## config.mk

```make
export PLATFORM = sky130hd
export DESIGN_NAME = db_pulse_tx_flat
export DESIGN_NICKNAME = d
export VERILOG_FILES = /design/src/rtl/db_pulse_tx_if.sv /design/src/rtl/db_pulse_tx.sv /design/src/flat_wrapper.sv
export SDC_FILE = /design/constraint.sdc
export NUM_CORES = 1
export LEC_CHECK = 0
export CAP_MARGIN = 40
export CORE_UTILIZATION = 30
export CTS_CLUSTER_SIZE = 24
export DETAILED_ROUTE_END_ITERATION = 12
export PLACE_DENSITY_LB_ADDON = 0.2
export RECOVER_POWER = 100
export SLEW_MARGIN = 20
export SYNTH_ARGS = -nofsm -noshare
export SYNTH_HDL_FRONTEND = slang
export SYNTH_SLANG_ARGS = --single-unit
```

## constraint.sdc

```tcl
create_clock -name i_clk -period 5.2 [get_ports i_clk]
set_input_delay 0.52 -clock i_clk [delete_from_list [all_inputs] [get_ports i_clk]]
set_output_delay 0.52 -clock i_clk [all_outputs]
set_load 0.02 [all_outputs]
```

## src/rtl/db_pulse_tx_if.sv

```systemverilog
// Request/status bundle for db_pulse_tx: the master issues strobes and overflow clears,
// the slave (db_pulse_tx) returns the conditioned line and queue status.
interface db_pulse_tx_if #(
  parameter int PEND_DEPTH = 7
) ();
  localparam int PW = $clog2(PEND_DEPTH + 1);

  logic          i_req;
  logic          i_clr_ovf;
  logic          o_signal;
  logic          o_busy;
  logic [PW-1:0] o_pending;
  logic          o_ovf;

  modport master (
    output i_req, i_clr_ovf,
    input  o_signal, o_busy, o_pending, o_ovf
  );

  modport slave (
    input  i_req, i_clr_ovf,
    output o_signal, o_busy, o_pending, o_ovf
  );
endinterface

```

## src/rtl/db_pulse_tx.sv

```systemverilog
// Turns single-cycle request strobes into clean pulses: HIGH_CYCLE clocks high, then at least
// LOW_CYCLE clocks low; requests arriving mid-pulse are queued (up to PEND_DEPTH) and replayed.
module db_pulse_tx #(
  parameter int HIGH_CYCLE = 32,
  parameter int LOW_CYCLE  = 32,
  parameter int PEND_DEPTH = 7
) (
  input  logic         i_clk,
  input  logic         i_rst,
  db_pulse_tx_if.slave bus
);
  localparam int PW   = $clog2(PEND_DEPTH + 1);
  localparam int MAXC = (HIGH_CYCLE > LOW_CYCLE) ? HIGH_CYCLE : LOW_CYCLE;
  localparam int CW   = $clog2(MAXC + 1);
  localparam logic [CW-1:0] HIGH_LOAD = CW'(HIGH_CYCLE - 1);
  localparam logic [CW-1:0] LOW_LOAD  = CW'(LOW_CYCLE - 1);
  localparam logic [PW-1:0] PEND_FULL = PW'(PEND_DEPTH);

  typedef enum logic [1:0] {IDLE, HIGH, LOW} state_t;

  state_t        state;
  logic [CW-1:0] cnt;
  logic [PW-1:0] pending;
  logic [PW-1:0] pend_nxt;
  logic          sig;
  logic          ovf;

  logic low_end;
  logic start;
  logic dec;
  logic inc;
  logic drop;

  // A new pulse may only begin from IDLE or on the final edge of the guard time.
  assign low_end = (state == LOW) && (cnt == '0);
  assign start   = ((state == IDLE) || low_end) && (bus.i_req || (pending != '0));
  assign dec     = start && (pending != '0);
  assign inc     = bus.i_req && !(start && (pending == '0));
  assign drop    = inc && !dec && (pending == PEND_FULL);

  always_comb begin
    pend_nxt = pending;
    if (inc && !dec && (pending != PEND_FULL)) begin
      pend_nxt = pending + PW'(1);
    end else if (dec && !inc) begin
      pend_nxt = pending - PW'(1);
    end
  end

  always_ff @(posedge i_clk or posedge i_rst) begin
    if (i_rst) begin
      state   <= IDLE;
      cnt     <= '0;
      sig     <= 1'b0;
      pending <= '0;
      ovf     <= 1'b0;
    end else begin
      pending <= pend_nxt;
      if (drop) begin
        ovf <= 1'b1;
      end else if (bus.i_clr_ovf) begin
        ovf <= 1'b0;
      end

      case (state)
        IDLE: begin
          if (start) begin
            state <= HIGH;
            sig   <= 1'b1;
            cnt   <= HIGH_LOAD;
          end
        end
        HIGH: begin
          if (cnt == '0) begin
            state <= LOW;
            sig   <= 1'b0;
            cnt   <= LOW_LOAD;
          end else begin
            cnt <= cnt - CW'(1);
          end
        end
        LOW: begin
          if (cnt == '0) begin
            if (start) begin
              state <= HIGH;
              sig   <= 1'b1;
              cnt   <= HIGH_LOAD;
            end else begin
              state <= IDLE;
            end
          end else begin
            cnt <= cnt - CW'(1);
          end
        end
        default: begin
          state <= IDLE;
          sig   <= 1'b0;
          cnt   <= '0;
        end
      endcase
    end
  end

  assign bus.o_signal  = sig;
  assign bus.o_pending = pending;
  assign bus.o_ovf     = ovf;
  assign bus.o_busy    = (state != IDLE) || (pending != '0);
endmodule

```

## src/flat_wrapper.sv

```systemverilog
// flat-port wrapper written by rule: the top's interface ports become plain ports
module db_pulse_tx_flat 
#(
  parameter int HIGH_CYCLE = 32,
  parameter int LOW_CYCLE  = 32,
  parameter int PEND_DEPTH = 7
)
  (i_clk, i_rst, bus_i_req, bus_i_clr_ovf, bus_o_signal, bus_o_busy, bus_o_pending, bus_o_ovf);
  db_pulse_tx_if #(.PEND_DEPTH(PEND_DEPTH)) bus_i ();
  input  logic i_clk;
  input  logic i_rst;
  input wire logic [$bits(bus_i.i_req)-1:0] bus_i_req;
  input wire logic [$bits(bus_i.i_clr_ovf)-1:0] bus_i_clr_ovf;
  output wire logic [$bits(bus_i.o_signal)-1:0] bus_o_signal;
  output wire logic [$bits(bus_i.o_busy)-1:0] bus_o_busy;
  output wire logic [$bits(bus_i.o_pending)-1:0] bus_o_pending;
  output wire logic [$bits(bus_i.o_ovf)-1:0] bus_o_ovf;
  assign bus_i.i_req = bus_i_req;
  assign bus_i.i_clr_ovf = bus_i_clr_ovf;
  assign bus_o_signal = bus_i.o_signal;
  assign bus_o_busy = bus_i.o_busy;
  assign bus_o_pending = bus_i.o_pending;
  assign bus_o_ovf = bus_i.o_ovf;
  db_pulse_tx #(.HIGH_CYCLE(HIGH_CYCLE), .LOW_CYCLE(LOW_CYCLE), .PEND_DEPTH(PEND_DEPTH)) u_core (.i_clk(i_clk), .i_rst(i_rst), .bus(bus_i));
endmodule
```

==> results.py <==
metrics = {
    "yosys": {
        "synth.top_cell.area_share_pct": 34.17,
        "async_flop_share_pct": 100.0,
        "syn_inst": 109,
        "ys_seq_elements": 13,
        "yosysWarningCount": 0,
        "synth_compound_area_share_pct": 23.52,
        "syn_nets": 115,
        "synth_flop_cell": "dfrtp_1",
        "synth_xor_area_share_pct": 4.599,
        "synthesis.area_um2": 952.2,
        "synth_common_cells": "13 x dfrtp_1, 7 x nand2_1, 7 x nand3_1, 7 x nor2_1",
        "synthSimpleGateAreaFrac_pct": 25.62,
        "synth_top_family_by_area": "simple AND/OR/NAND/NOR gates",
        "synth-edff-count": 0,
        "synthAdderAreaFrac_pct": 3.417,
        "syn-mean-instance-area_um2": 8.735,
        "synthTopCellsByArea": "dfrtp_1 34%, nand3_1 3.7%, nor3_1 3.2%, o21ai_0 3.2%, nand2_1 2.8%",
        "ys_seq_area_share_pct": 34.17,
        "yosysMostFrequentCell": "dfrtp_1",
        "yosys.area.top_type": "dfrtp_1",
        "synthMuxAreaShare_pct": 1.183,
        "synth.distinct_cells": 46,
    },
    "clock_tree": {
        "cts_tree": "done",
        "clk_latency_ns": 0.29,
        "numCtsBuffers": 3,
        "cts_root_buffer": "clkbuf_4",
        "cts.path.max_buffers": 2,
        "post_cts_buffers": 0,
        "postCtsHoldBufs": 0,
        "ctsResizeCount": 0,
        "htree_levels": 1,
        "clk_pin_slew_ns": 0.10,
        "cts_num_sinks": 13,
    },
    "global_route": {
        "grt_max_degree": 15,
        "grt_remaining_overflow": 0,
        "antenna_found_initial": 0,
        "grt_usage_pct": 15.04,
        "grt_pass1_vias": 808,
        "grt_pass1_wl_um": 3891,
    },
    "layout": {
        "antenna_cells": 0,
        "final_nets": 121,
        "area_growth_pct": 11.56,
        "fill_cells": 333,
        "post_layout_nonfiller_instances": 158,
        "drive_above_1_share_pct": 9.649,
    },
    "worst_setup_path": {
        "timing.rr.start": "u_core.cnt[0]",
        "critical_path.startpoint": "u_core.state[1]",
        "worstPathRequired_ns": 4.68,
        "cp.arrival_ns": 2.27,
        "crit_type": "reg -> out",
        "critPathCaptureType": "output port",
        "path_max_fanout": 13,
        "startpoint_type": "flop",
    },
    "timing": {
        "hold_viol": 0,
        "fmax_mhz": 357.9,
        "skew_ns": 0.007040,
        "fin_crit_ns": 2.794,
        "setup_viol": 0,
        "slew_headroom_pct": 56.19,
        "worst_pin_slew_ns": 0.6548,
        "slew_viol_final": 0,
        "setup-tns-final_ns": 0,
        "rsz0062_at_grt": "no",
        "period_share_pct": 53.74,
    },
    "min_path": {
        "min_from": "u_core.bus.o_ovf",
        "worstHoldPathType": "reg -> reg",
    },
    "die": {
        "pin_count": 10,
        "dieArea_mm2": 0.003403,
        "die_w_um": 58.34,
        "initial_utilization_pct": 31.45,
        "rows": 20,
        "core_area_mm2": 0.003028,
        "fp.dieH_um": 58.34,
    },
    "power_and_ir_drop": {
        "p_leak_nw": 0.4113,
        "pwr-share-comb_pct": 52.0,
        "ir_drop_v": 0.0002264,
        "p_int_uw": 336.1,
        "pwr-share-clk_pct": 11.3,
        "powerDensity_mw_per_mm2": 565.9,
        "switching_share_pct": 44.09,
        "seqPwrFrac_pct": 36.7,
        "power_switching_uw": 265.0,
    },
    "detailed_routing": {
        "post_drt_wl_per_cell_um": 13.94,
        "wirelength_um": 2202,
        "first_iter_violations": 23,
        "vias_per_cell": 5.291,
        "wl_met2_um": 1077,
        "wl_met1_um": 1007,
        "wl_met3_um": 100,
        "num_vias": 836,
        "dr.pass1.iters": 4,
        "top_layer_used": "met4",
        "drc_errors": 0,
        "drtAntennaViolNets": 0,
    },
    "place": {
        "port_buffers": 9,
        "place_inst": 154,
        "hpwl_um": 1492,
        "place.gp.congestion": 0.8174,
    },
    "flow_run": {
        "maxCapViolations": 0,
    },
    "outcome": {
        "status": "finished clean",
    },
}
[area by class of cell]
type / instances / area (um^2) / share of cell area [%]
flip-flops and latches: 13 / 325.3 / 30.62
well taps: 44 / 55.05 / 5.183
multi-input cells: 82 / 541.8 / 51.00
repair buffers: 9 / 90.09 / 8.481
clock buffers: 3 / 22.52 / 2.120
clock inverters: 1 / 5.005 / 0.4711
inverters: 6 / 22.52 / 2.120
[per-layer routing]
metal  vias to the layer above  global-route usage, %
li1                        414                      -
met1                       405                  18.29
met2                        15                  26.60
met3                         2                  4.176
met4                         0                  3.061
met5                         -                      0
[flip-flops by register name, summed over array words and instances (netlist names)]
name                  cells
u_core.bus.o_ovf          1
u_core.bus.o_pending      3
u_core.bus.o_signal       1
u_core.cnt                6
u_core.state              2
[worst max-delay path, stage by stage, from the launching register on]
cell,delay [ns]
dfrtp_1,0.55
or2_2,0.37
or4_1,0.40
dlygate4sd3_1,0.66
[stage by stage]
stage	instance area, um^2	utilization (%)	worst slack [ns]	power [mW]	hold WS (ns)
6_report	1062	35.08	2.406	0.6011	0.5274
5_1_grt	1062	35.08	2.302	0.6655	0.5788
4_1_cts	1076	35.54	2.484	0.6235	0.5335
3_5_place_dp	1049	34.63	2.742	0.5521	0.5203
3_3_place_gp	1049	34.63	2.743	0.5436	0.5141
2_1_floorplan	952.2	-	2.999	0.4720	0.3970
[layout by cell type (no fill, tap or decap), types with 2 or more instances in the layout]
cell type	instances
nor3_1	7
a21oi_1	3
nor2b_1	2
inv_1	6
nor2_1	7
xor2_1	2
a211oi_1	3
dlygate4sd3_1	8
nand2_1	7
nor3b_1	2
dfrtp_1	13
xnor2_1	3
nand3_1	7
or2_2	2
or4_1	2
clkbuf_4	3
o22ai_1	3
o21ai_0	6
[path summary, 6_finish.rpt]
check                           depth (start not counted)  slack, ns                      end
max in group asynchronous                               2       4.16  u_core.bus.o_pending[1]
worst min-delay path                                    2       0.53         u_core.bus.o_ovf
worst min register to register                          2       0.53         u_core.bus.o_ovf
worst max-delay path                                    3       2.41               bus_o_busy
min in group asynchronous                               2       0.69          u_core.state[1]
worst max register to register                          9       2.71  u_core.bus.o_pending[1]
[logic make-up after synthesis]
kind of cell             after synthesis
flip-flops                            13
XOR/XNOR                               5
multiplexers                           1
AO/OA/AOI/OAI                         30
adder cells (fa/ha/maj)                2
AND/OR/NAND/NOR                       44
buffers and inverters                 14
[power by group through the flow]
stage,Combinational [mW],Clock [mW],Sequential [mW]
3_3_place_gp,0.321,0,0.223
4_1_cts,0.329,0.0722,0.222
5_1_grt,0.355,0.0763,0.235
6_report,0.313,0.0679,0.221
2_1_floorplan,0.259,0,0.213
3_5_place_dp,0.327,0,0.225
(Power assumes the default switching activity.)
